==> config.mk <==
export PLATFORM = sky130hd
export DESIGN_NAME = hazard_ctrl_flat
export DESIGN_NICKNAME = d
export VERILOG_FILES = /design/src/rtl/hazard_ctrl_if.sv /design/src/rtl/hazard_ctrl.sv /design/src/flat_wrapper.sv
export SDC_FILE = /design/constraint.sdc
export NUM_CORES = 1
export LEC_CHECK = 0
export CAP_MARGIN = 20
export CORE_MARGIN = 2
export CORE_UTILIZATION = 39
export CTS_BUF_LIST = sky130_fd_sc_hd__clkbuf_4 sky130_fd_sc_hd__clkbuf_8
export DETAILED_ROUTE_END_ITERATION = 10
export HOLD_SLACK_MARGIN = 0.02
export PLACE_DENSITY = 0.81
export RECOVER_POWER = 25
export SYNTH_ARGS = -nofsm -noshare
export SYNTH_HDL_FRONTEND = slang
export SYNTH_SLANG_ARGS = --single-unit
==> constraint.sdc <==
create_clock -name clk -period 2.1 [get_ports clk]
set_input_delay 0.42 -clock clk [delete_from_list [all_inputs] [get_ports clk]]
set_output_delay 0.42 -clock clk [all_outputs]
set_load 0.05 [all_outputs]
==> src/rtl/hazard_ctrl_if.sv <==
`default_nettype none
// ============================================================================
// Module : hazard_ctrl_if
// Brief  : Pipeline-side signal bundle for the hazard controller.
// Rev    : 1.0  initial release
// ============================================================================
interface hazard_ctrl_if #(
   parameter int REG_W = 5
);
   logic [REG_W-1:0] Rs1D;
   logic [REG_W-1:0] Rs2D;
   logic [REG_W-1:0] Rs1E;
   logic [REG_W-1:0] Rs2E;
   logic [REG_W-1:0] RdE;
   logic [REG_W-1:0] RdM;
   logic [REG_W-1:0] RdW;
   logic [1:0]       ResultSrcE;
   logic             RegWriteM;
   logic             RegWriteW;
   logic             PCSrcE;
   logic             MemReqM;
   logic             MemAckM;
   logic             StallF;
   logic             StallD;
   logic             StallE;
   logic             StallM;
   logic             FlushD;
   logic             FlushE;
   logic             FlushW;
   logic [1:0]       ForwardAE;
   logic [1:0]       ForwardBE;
   logic             MemErr;

   // Pipeline datapath side
   modport master (
      output Rs1D, Rs2D, Rs1E, Rs2E, RdE, RdM, RdW, ResultSrcE,
             RegWriteM, RegWriteW, PCSrcE, MemReqM, MemAckM,
      input  StallF, StallD, StallE, StallM, FlushD, FlushE, FlushW,
             ForwardAE, ForwardBE, MemErr
   );

   // Hazard controller side
   modport slave (
      input  Rs1D, Rs2D, Rs1E, Rs2E, RdE, RdM, RdW, ResultSrcE,
             RegWriteM, RegWriteW, PCSrcE, MemReqM, MemAckM,
      output StallF, StallD, StallE, StallM, FlushD, FlushE, FlushW,
             ForwardAE, ForwardBE, MemErr
   );
endinterface
`default_nettype wire

==> src/rtl/hazard_ctrl.sv <==
`default_nettype none
// ============================================================================
// Module : hazard_ctrl
// Brief  : Forwarding, load-use stall, branch flush and data-memory wait FSM
//          with timeout halt. Optional perf counters: HAZARD_PERF_CNT_EN.
// Rev    : 1.0  initial release
// ============================================================================
module hazard_ctrl #(
   parameter int REG_W       = 5,
   parameter int MEM_TIMEOUT = 64,
   parameter int CNT_W       = 7
) (
   input  logic               clk,
   input  logic               rst,
   hazard_ctrl_if.slave       bus
`ifdef HAZARD_PERF_CNT_EN
   ,
   output logic [31:0]        LoadStallCnt,
   output logic [31:0]        MemStallCnt,
   output logic [31:0]        FlushCnt
`endif
);

   typedef enum logic [1:0] {
      S_RUN      = 2'd0,
      S_MEM_WAIT = 2'd1,
      S_HALT     = 2'd2
   } state_t;

   localparam logic [REG_W-1:0] ZERO_REG = '0;
   localparam logic [CNT_W-1:0] CNT_LAST = CNT_W'(MEM_TIMEOUT - 1);
   localparam logic [CNT_W-1:0] CNT_ONE  = CNT_W'(1);

   state_t           state_q, state_d;
   logic [CNT_W-1:0] cnt_q, cnt_d;
   logic             memerr_q, memerr_d;

   logic lw_stall;
   logic mem_stall;
   logic halted;
   logic lw_apply;
   logic flush_apply;

   // Forwarding: M stage outranks W since it holds the younger result
   always_comb begin
      bus.ForwardAE = 2'b00;
      bus.ForwardBE = 2'b00;
      if (bus.RegWriteM && (bus.RdM != ZERO_REG) && (bus.RdM == bus.Rs1E))
         bus.ForwardAE = 2'b10;
      else if (bus.RegWriteW && (bus.RdW != ZERO_REG) && (bus.RdW == bus.Rs1E))
         bus.ForwardAE = 2'b01;
      if (bus.RegWriteM && (bus.RdM != ZERO_REG) && (bus.RdM == bus.Rs2E))
         bus.ForwardBE = 2'b10;
      else if (bus.RegWriteW && (bus.RdW != ZERO_REG) && (bus.RdW == bus.Rs2E))
         bus.ForwardBE = 2'b01;
   end

   assign lw_stall  = (bus.ResultSrcE == 2'b01) && (bus.RdE != ZERO_REG) &&
                      ((bus.RdE == bus.Rs1D) || (bus.RdE == bus.Rs2D));
   assign mem_stall = ((state_q == S_RUN) && bus.MemReqM && !bus.MemAckM) ||
                      ((state_q == S_MEM_WAIT) && !bus.MemAckM);
   assign halted    = (state_q == S_HALT);
   assign flush_apply = !halted && !mem_stall && bus.PCSrcE;
   assign lw_apply    = !halted && !mem_stall && !bus.PCSrcE && lw_stall;

   always_ff @(posedge clk or posedge rst) begin
      if (rst) begin
         state_q  <= S_RUN;
         cnt_q    <= '0;
         memerr_q <= 1'b0;
      end else begin
         state_q  <= state_d;
         cnt_q    <= cnt_d;
         memerr_q <= memerr_d;
      end
   end

   // The FSM does not look at MemReqM once waiting; a dropped request keeps waiting
   always_comb begin
      state_d  = state_q;
      cnt_d    = cnt_q;
      memerr_d = memerr_q;
      case (state_q)
         S_RUN: begin
            if (bus.MemReqM && !bus.MemAckM) begin
               state_d = S_MEM_WAIT;
               cnt_d   = CNT_ONE;
            end
         end
         S_MEM_WAIT: begin
            if (bus.MemAckM) begin
               state_d = S_RUN;
               cnt_d   = '0;
            end else if (cnt_q == CNT_LAST) begin
               state_d  = S_HALT;
               memerr_d = 1'b1;
            end else begin
               cnt_d = cnt_q + CNT_ONE;
            end
         end
         S_HALT: begin
            state_d = S_HALT;
         end
         default: begin
            state_d = S_RUN;
            cnt_d   = '0;
         end
      endcase
   end

   always_comb begin
      bus.StallF = 1'b0;
      bus.StallD = 1'b0;
      bus.StallE = 1'b0;
      bus.StallM = 1'b0;
      bus.FlushD = 1'b0;
      bus.FlushE = 1'b0;
      bus.FlushW = 1'b0;
      if (rst) begin
         bus.FlushD = 1'b1;
         bus.FlushE = 1'b1;
         bus.FlushW = 1'b1;
      end else if (halted || mem_stall) begin
         bus.StallF = 1'b1;
         bus.StallD = 1'b1;
         bus.StallE = 1'b1;
         bus.StallM = 1'b1;
         bus.FlushW = 1'b1;
      end else if (bus.PCSrcE) begin
         bus.FlushD = 1'b1;
         bus.FlushE = 1'b1;
      end else if (lw_stall) begin
         bus.StallF = 1'b1;
         bus.StallD = 1'b1;
         bus.FlushE = 1'b1;
      end
   end

   assign bus.MemErr = memerr_q;

`ifdef HAZARD_PERF_CNT_EN
   logic [31:0] ldcnt_q, memcnt_q, flcnt_q;

   always_ff @(posedge clk or posedge rst) begin
      if (rst) begin
         ldcnt_q  <= '0;
         memcnt_q <= '0;
         flcnt_q  <= '0;
      end else begin
         if (lw_apply)    ldcnt_q  <= ldcnt_q + 32'd1;
         if (mem_stall)   memcnt_q <= memcnt_q + 32'd1;
         if (flush_apply) flcnt_q  <= flcnt_q + 32'd1;
      end
   end

   assign LoadStallCnt = ldcnt_q;
   assign MemStallCnt  = memcnt_q;
   assign FlushCnt     = flcnt_q;
`else
   logic unused_apply;
   assign unused_apply = lw_apply ^ flush_apply;
`endif

endmodule
`default_nettype wire

==> src/flat_wrapper.sv <==
// flat-port wrapper written by rule: the top's interface ports become plain ports
module hazard_ctrl_flat 
#(
   parameter int REG_W       = 5,
   parameter int MEM_TIMEOUT = 64,
   parameter int CNT_W       = 7
)
  (clk, rst, bus_Rs1D, bus_Rs2D, bus_Rs1E, bus_Rs2E, bus_RdE, bus_RdM, bus_RdW, bus_ResultSrcE, bus_RegWriteM, bus_RegWriteW, bus_PCSrcE, bus_MemReqM, bus_MemAckM, bus_StallF, bus_StallD, bus_StallE, bus_StallM, bus_FlushD, bus_FlushE, bus_FlushW, bus_ForwardAE, bus_ForwardBE, bus_MemErr);
  hazard_ctrl_if #(.REG_W(REG_W)) bus_i ();
  input  logic clk;
  input  logic rst;
  input wire logic [$bits(bus_i.Rs1D)-1:0] bus_Rs1D;
  input wire logic [$bits(bus_i.Rs2D)-1:0] bus_Rs2D;
  input wire logic [$bits(bus_i.Rs1E)-1:0] bus_Rs1E;
  input wire logic [$bits(bus_i.Rs2E)-1:0] bus_Rs2E;
  input wire logic [$bits(bus_i.RdE)-1:0] bus_RdE;
  input wire logic [$bits(bus_i.RdM)-1:0] bus_RdM;
  input wire logic [$bits(bus_i.RdW)-1:0] bus_RdW;
  input wire logic [$bits(bus_i.ResultSrcE)-1:0] bus_ResultSrcE;
  input wire logic [$bits(bus_i.RegWriteM)-1:0] bus_RegWriteM;
  input wire logic [$bits(bus_i.RegWriteW)-1:0] bus_RegWriteW;
  input wire logic [$bits(bus_i.PCSrcE)-1:0] bus_PCSrcE;
  input wire logic [$bits(bus_i.MemReqM)-1:0] bus_MemReqM;
  input wire logic [$bits(bus_i.MemAckM)-1:0] bus_MemAckM;
  output wire logic [$bits(bus_i.StallF)-1:0] bus_StallF;
  output wire logic [$bits(bus_i.StallD)-1:0] bus_StallD;
  output wire logic [$bits(bus_i.StallE)-1:0] bus_StallE;
  output wire logic [$bits(bus_i.StallM)-1:0] bus_StallM;
  output wire logic [$bits(bus_i.FlushD)-1:0] bus_FlushD;
  output wire logic [$bits(bus_i.FlushE)-1:0] bus_FlushE;
  output wire logic [$bits(bus_i.FlushW)-1:0] bus_FlushW;
  output wire logic [$bits(bus_i.ForwardAE)-1:0] bus_ForwardAE;
  output wire logic [$bits(bus_i.ForwardBE)-1:0] bus_ForwardBE;
  output wire logic [$bits(bus_i.MemErr)-1:0] bus_MemErr;
  assign bus_i.Rs1D = bus_Rs1D;
  assign bus_i.Rs2D = bus_Rs2D;
  assign bus_i.Rs1E = bus_Rs1E;
  assign bus_i.Rs2E = bus_Rs2E;
  assign bus_i.RdE = bus_RdE;
  assign bus_i.RdM = bus_RdM;
  assign bus_i.RdW = bus_RdW;
  assign bus_i.ResultSrcE = bus_ResultSrcE;
  assign bus_i.RegWriteM = bus_RegWriteM;
  assign bus_i.RegWriteW = bus_RegWriteW;
  assign bus_i.PCSrcE = bus_PCSrcE;
  assign bus_i.MemReqM = bus_MemReqM;
  assign bus_i.MemAckM = bus_MemAckM;
  assign bus_StallF = bus_i.StallF;
  assign bus_StallD = bus_i.StallD;
  assign bus_StallE = bus_i.StallE;
  assign bus_StallM = bus_i.StallM;
  assign bus_FlushD = bus_i.FlushD;
  assign bus_FlushE = bus_i.FlushE;
  assign bus_FlushW = bus_i.FlushW;
  assign bus_ForwardAE = bus_i.ForwardAE;
  assign bus_ForwardBE = bus_i.ForwardBE;
  assign bus_MemErr = bus_i.MemErr;
  hazard_ctrl #(.REG_W(REG_W), .MEM_TIMEOUT(MEM_TIMEOUT), .CNT_W(CNT_W)) u_core (.clk(clk), .rst(rst), .bus(bus_i));
endmodule
==> results of run 1 <==
-- through the flow --
step,hold slack [ps],TNS (ps),utilization (%)
2_1_floorplan,268.2,-709.1,-
3_3_place_gp,459.3,-2781,79.82
3_5_place_dp,467.4,-3059,79.82
4_1_cts,483.5,-608.5,84.30
5_1_grt,493.8,-1030,87.46
6_report,481.8,-650.7,87.46
-- per-layer routing --
layer | wire (µm) | part of all wire [%] | vias up
met1 | 1274 | 32 | 595
met2 | 2317 | 58 | 65
met3 | 223 | 5.5 | 20
li1 | - | - | 591
met5 | 0 | 0 | -
met4 | 207 | 5.1 | 0
-- power by group through the flow --
| stage | Clock, W | Sequential, W | Combinational [W] |
|---|---|---|---|
| finish | 0.000181 | 0.000215 | 0.000389 |
| global route | 0.000195 | 0.000217 | 0.000410 |
| CTS | 0.000181 | 0.000214 | 0.000358 |
| detailed placement | 0 | 0.000217 | 0.000350 |
| global placement | 0 | 0.000217 | 0.000338 |
| floorplan | 0 | 0.000214 | 0.000157 |
-- layout make-up --
type | instances | area share (%)
Clock buffer | 4 | 1.690
Inverter | 3 | 0.6993
Multi-Input combinational cell | 98 | 43.07
Sequential cell | 10 | 11.71
Tap cell | 30 | 1.748
Timing Repair Buffer | 90 | 41.08
-- Yosys cell counts, drive strengths merged, types with 2 or more instances --
cell	n
nor2b	4
a21oi	5
nor3	2
or4	5
o311ai	2
buf	2
or2	3
a31o	2
o211ai	2
nand2	6
o21ai	4
nand3	3
xnor2	7
xor2	27
and3	2
nor4	4
nor2	7
inv	3
o31ai	2
dfrtp	10
o22ai	2
mux2i	2
-- repair_timing --
item	4_1_cts	5_1_grt
setup buffers	5	3
resized for setup	69	42
setup endpoints to repair	10	10
hold endpoints to repair	0	0
hold buffers	0	0
pin swaps	22	13
-- sequential cells by signal, indices dropped and copies added, names as in the netlist --
signal / flops
u_core.bus.MemErr: 1
u_core.cnt_q: 7
u_core.state_q: 2
-- logic make-up (layout without fill, tap and decap cells) --
| group | Yosys count | after routing | synth area share [%] |
|---|---|---|---|
| AOI/OAI and AO/OA | 23 | 23 | 15.89 |
| muxes | 2 | 2 | 2.018 |
| adders and majority gates | 1 | 1 | 1.261 |
| and+or+nand+nor | 38 | 38 | 22.57 |
| xor gates and xnor gates | 34 | 34 | 30.01 |
| DFF | 10 | 10 | 25.22 |
| buffers and inverters | 6 | 97 | 3.026 |
-- path summary, 6_finish.rpt --
check | startpoint | endpoint | slack (ps) | depth (start not counted)
worst max-delay path | bus_RdM[0] | bus_ForwardAE[0] | -220 | 6
worst min-delay path | u_core.cnt_q[6] | u_core.cnt_q[6] | 480 | 1
worst max register to register | u_core.cnt_q[0] | u_core.cnt_q[1] | 460 | 5
worst min register to register | u_core.cnt_q[6] | u_core.cnt_q[6] | 480 | 1
max in group asynchronous | rst | u_core.state_q[0] | 860 | 3
min in group asynchronous | rst | u_core.state_q[1] | 840 | 3
==> key figures, run 1 <==
Global routing
  • Largest net degree at the start of global routing: 11
  • Initial antenna violation count: 0
  • Gr busiest metal: met2
  • Vias in the first global route: 1242
  • Met2 Usage GRT: 53.21%
  • GR Layer Usage met1: 25.42%
  • GRT overflow: 0
  • Total GRT Usage: 26.06%
  • Met3 usage: 6.557%
  • Global-route wire length before repair: 5.416 mm

Timing
  • Worst Slack Setup Final: -222.3 ps
  • Final Cycle Share: 110.6%
  • Clock skew: 2.786 ps
  • Max Freq: 0.4306 GHz
  • Worst Max-Slew Pin Slew: 555.7 ps
  • Max-slew violation count: 0
  • # setup viols final: 6
  • Fin. Hold Viols: 0
  • Fin crit period: 2322 ps
  • Slew Limit Headroom: 62.95%
  • Setup repair after global routing missed its margin: yes

Drt
  • Post-Route WL: 4.023 mm
  • Iter 0 DRT Violations: 25
  • Detailed-route DRC error count: 0
  • Vias post-DR: 1271
  • Routed Antenna Nets: 0
  • DR WL/cell: 17.12 µm
  • Post-DR vias/cell: 5.409
  • First-pass DRT Iterations: 4

Critical path
  • Delay-heaviest family, CP: simple AND/OR/NAND/NOR gates
  • WP buf/inv: 2
  • CP Launch Type: input port
  • Setup CP Type: input port to output port
  • Largest stage delay on the critical path: 520 ps
  • Critical Path Most Common Cell: nor4_4
  • CP max FO: 2
  • Critical path cell sequence: buf_2 > or4_4 > o21ai_4 > nor4_4 > nor4_4 > buf_12
  • CP arrival: 1900 ps
  • Type of destination of the critical path: output port
  • Crit-path slowest cell: or4_4
  • WP data required: 1680 ps

Finish
  • Commonest non-fill, non-tap cell in the layout: buf_4
  • Fin cells: 235
  • FILL cells: 108
  • Area Growth Syn to Fin: 116.4%
  • Post-layout nets: 251
  • Area occupied by multi-input gates: 924.6 µm²
  • Storage element area: 251.5 µm²
  • Design area: 0.002147 mm²
  • N_diodes: 0
  • Share of cells above drive strength 1: 46.34%
  • Most frequent cells in the layout: buf_4, xor2_1, dlygate4sd2_1, buf_6

Placement
  • GP Congestion: 0.8630
  • Post-DP HPWL: 2.733 mm
  • Number of port buffers: 55
  • DP Worst Slack: -596.5 ps
  • Placed cell area: 0.001959 mm²
  • Cell Count Post-Placement: 225

Die
  • Initial Util: 40.42%
  • Row cnt: 18
  • Ports: 56
  • Die H: 54.44 µm
  • DIE AREA: 0.002964 mm²
  • Die Span X: 54.44 µm
  • Core Area: 0.002455 mm²

CTS
  • CTS tree: yes
  • Clock transition at path regs: 70 ps
  • H-tree depth: 1
  • TritonCTS buffer count: 3
  • Max Buffers Root-to-Sink: 2
  • CTS sink cnt: 10
  • Root Driver: clkbuf_4
  • Clock latency on the worst-skew pair: 270 ps

Yosys
  • Synth top area share: 25.22%
  • Mapped cell area: 992.2 µm²
  • Yosys cell types: 34
  • Seq/Total Area, Yosys: 25.22%
  • Synth Flop Type: dfrtp_1
  • Syn_area_per_cell: 8.704 µm²
  • Synth Net Count: 159
  • EDFF count, synth: 0
  • Asr flop ratio synth: 100.0%
  • Yosys warnings: 0
  • Post-synthesis register bit count: 10
  • Syn Inst Count: 114
  • Largest cells by area after synthesis: dfrtp_1, xor2_1, xnor2_1
  • Top cell type by total area after synthesis: dfrtp_1

Status
  • Failing checks: setup timing
  • Status: finished, violations left

Worst hold path
  • Hold Crit Class: register to register

Power
  • Reg power frac: 27.4%
  • PnR Total Power: 0.0007841 W
  • Int Power: 0.0005066 W
  • Clock share of power: 23.0%
  • P_leak: 0.9483 nW
  • Switching portion of total power: 35.40%
  • Combinational fraction of design power: 49.6%
  • PD cells: 365.2 mW/mm²
  • Sw Pwr: 0.0002775 W
  • VDD IR max: 0.4698 mV

Job
  • Max Cap Viol: 0
(Power assumes the default switching activity.)
==> run 2: changes to the inputs <==
SLEW_MARGIN = 20   (was not set)
==> results of run 2 <==
Same layout as run 1: the final DEF is identical, and so are final timing and power.
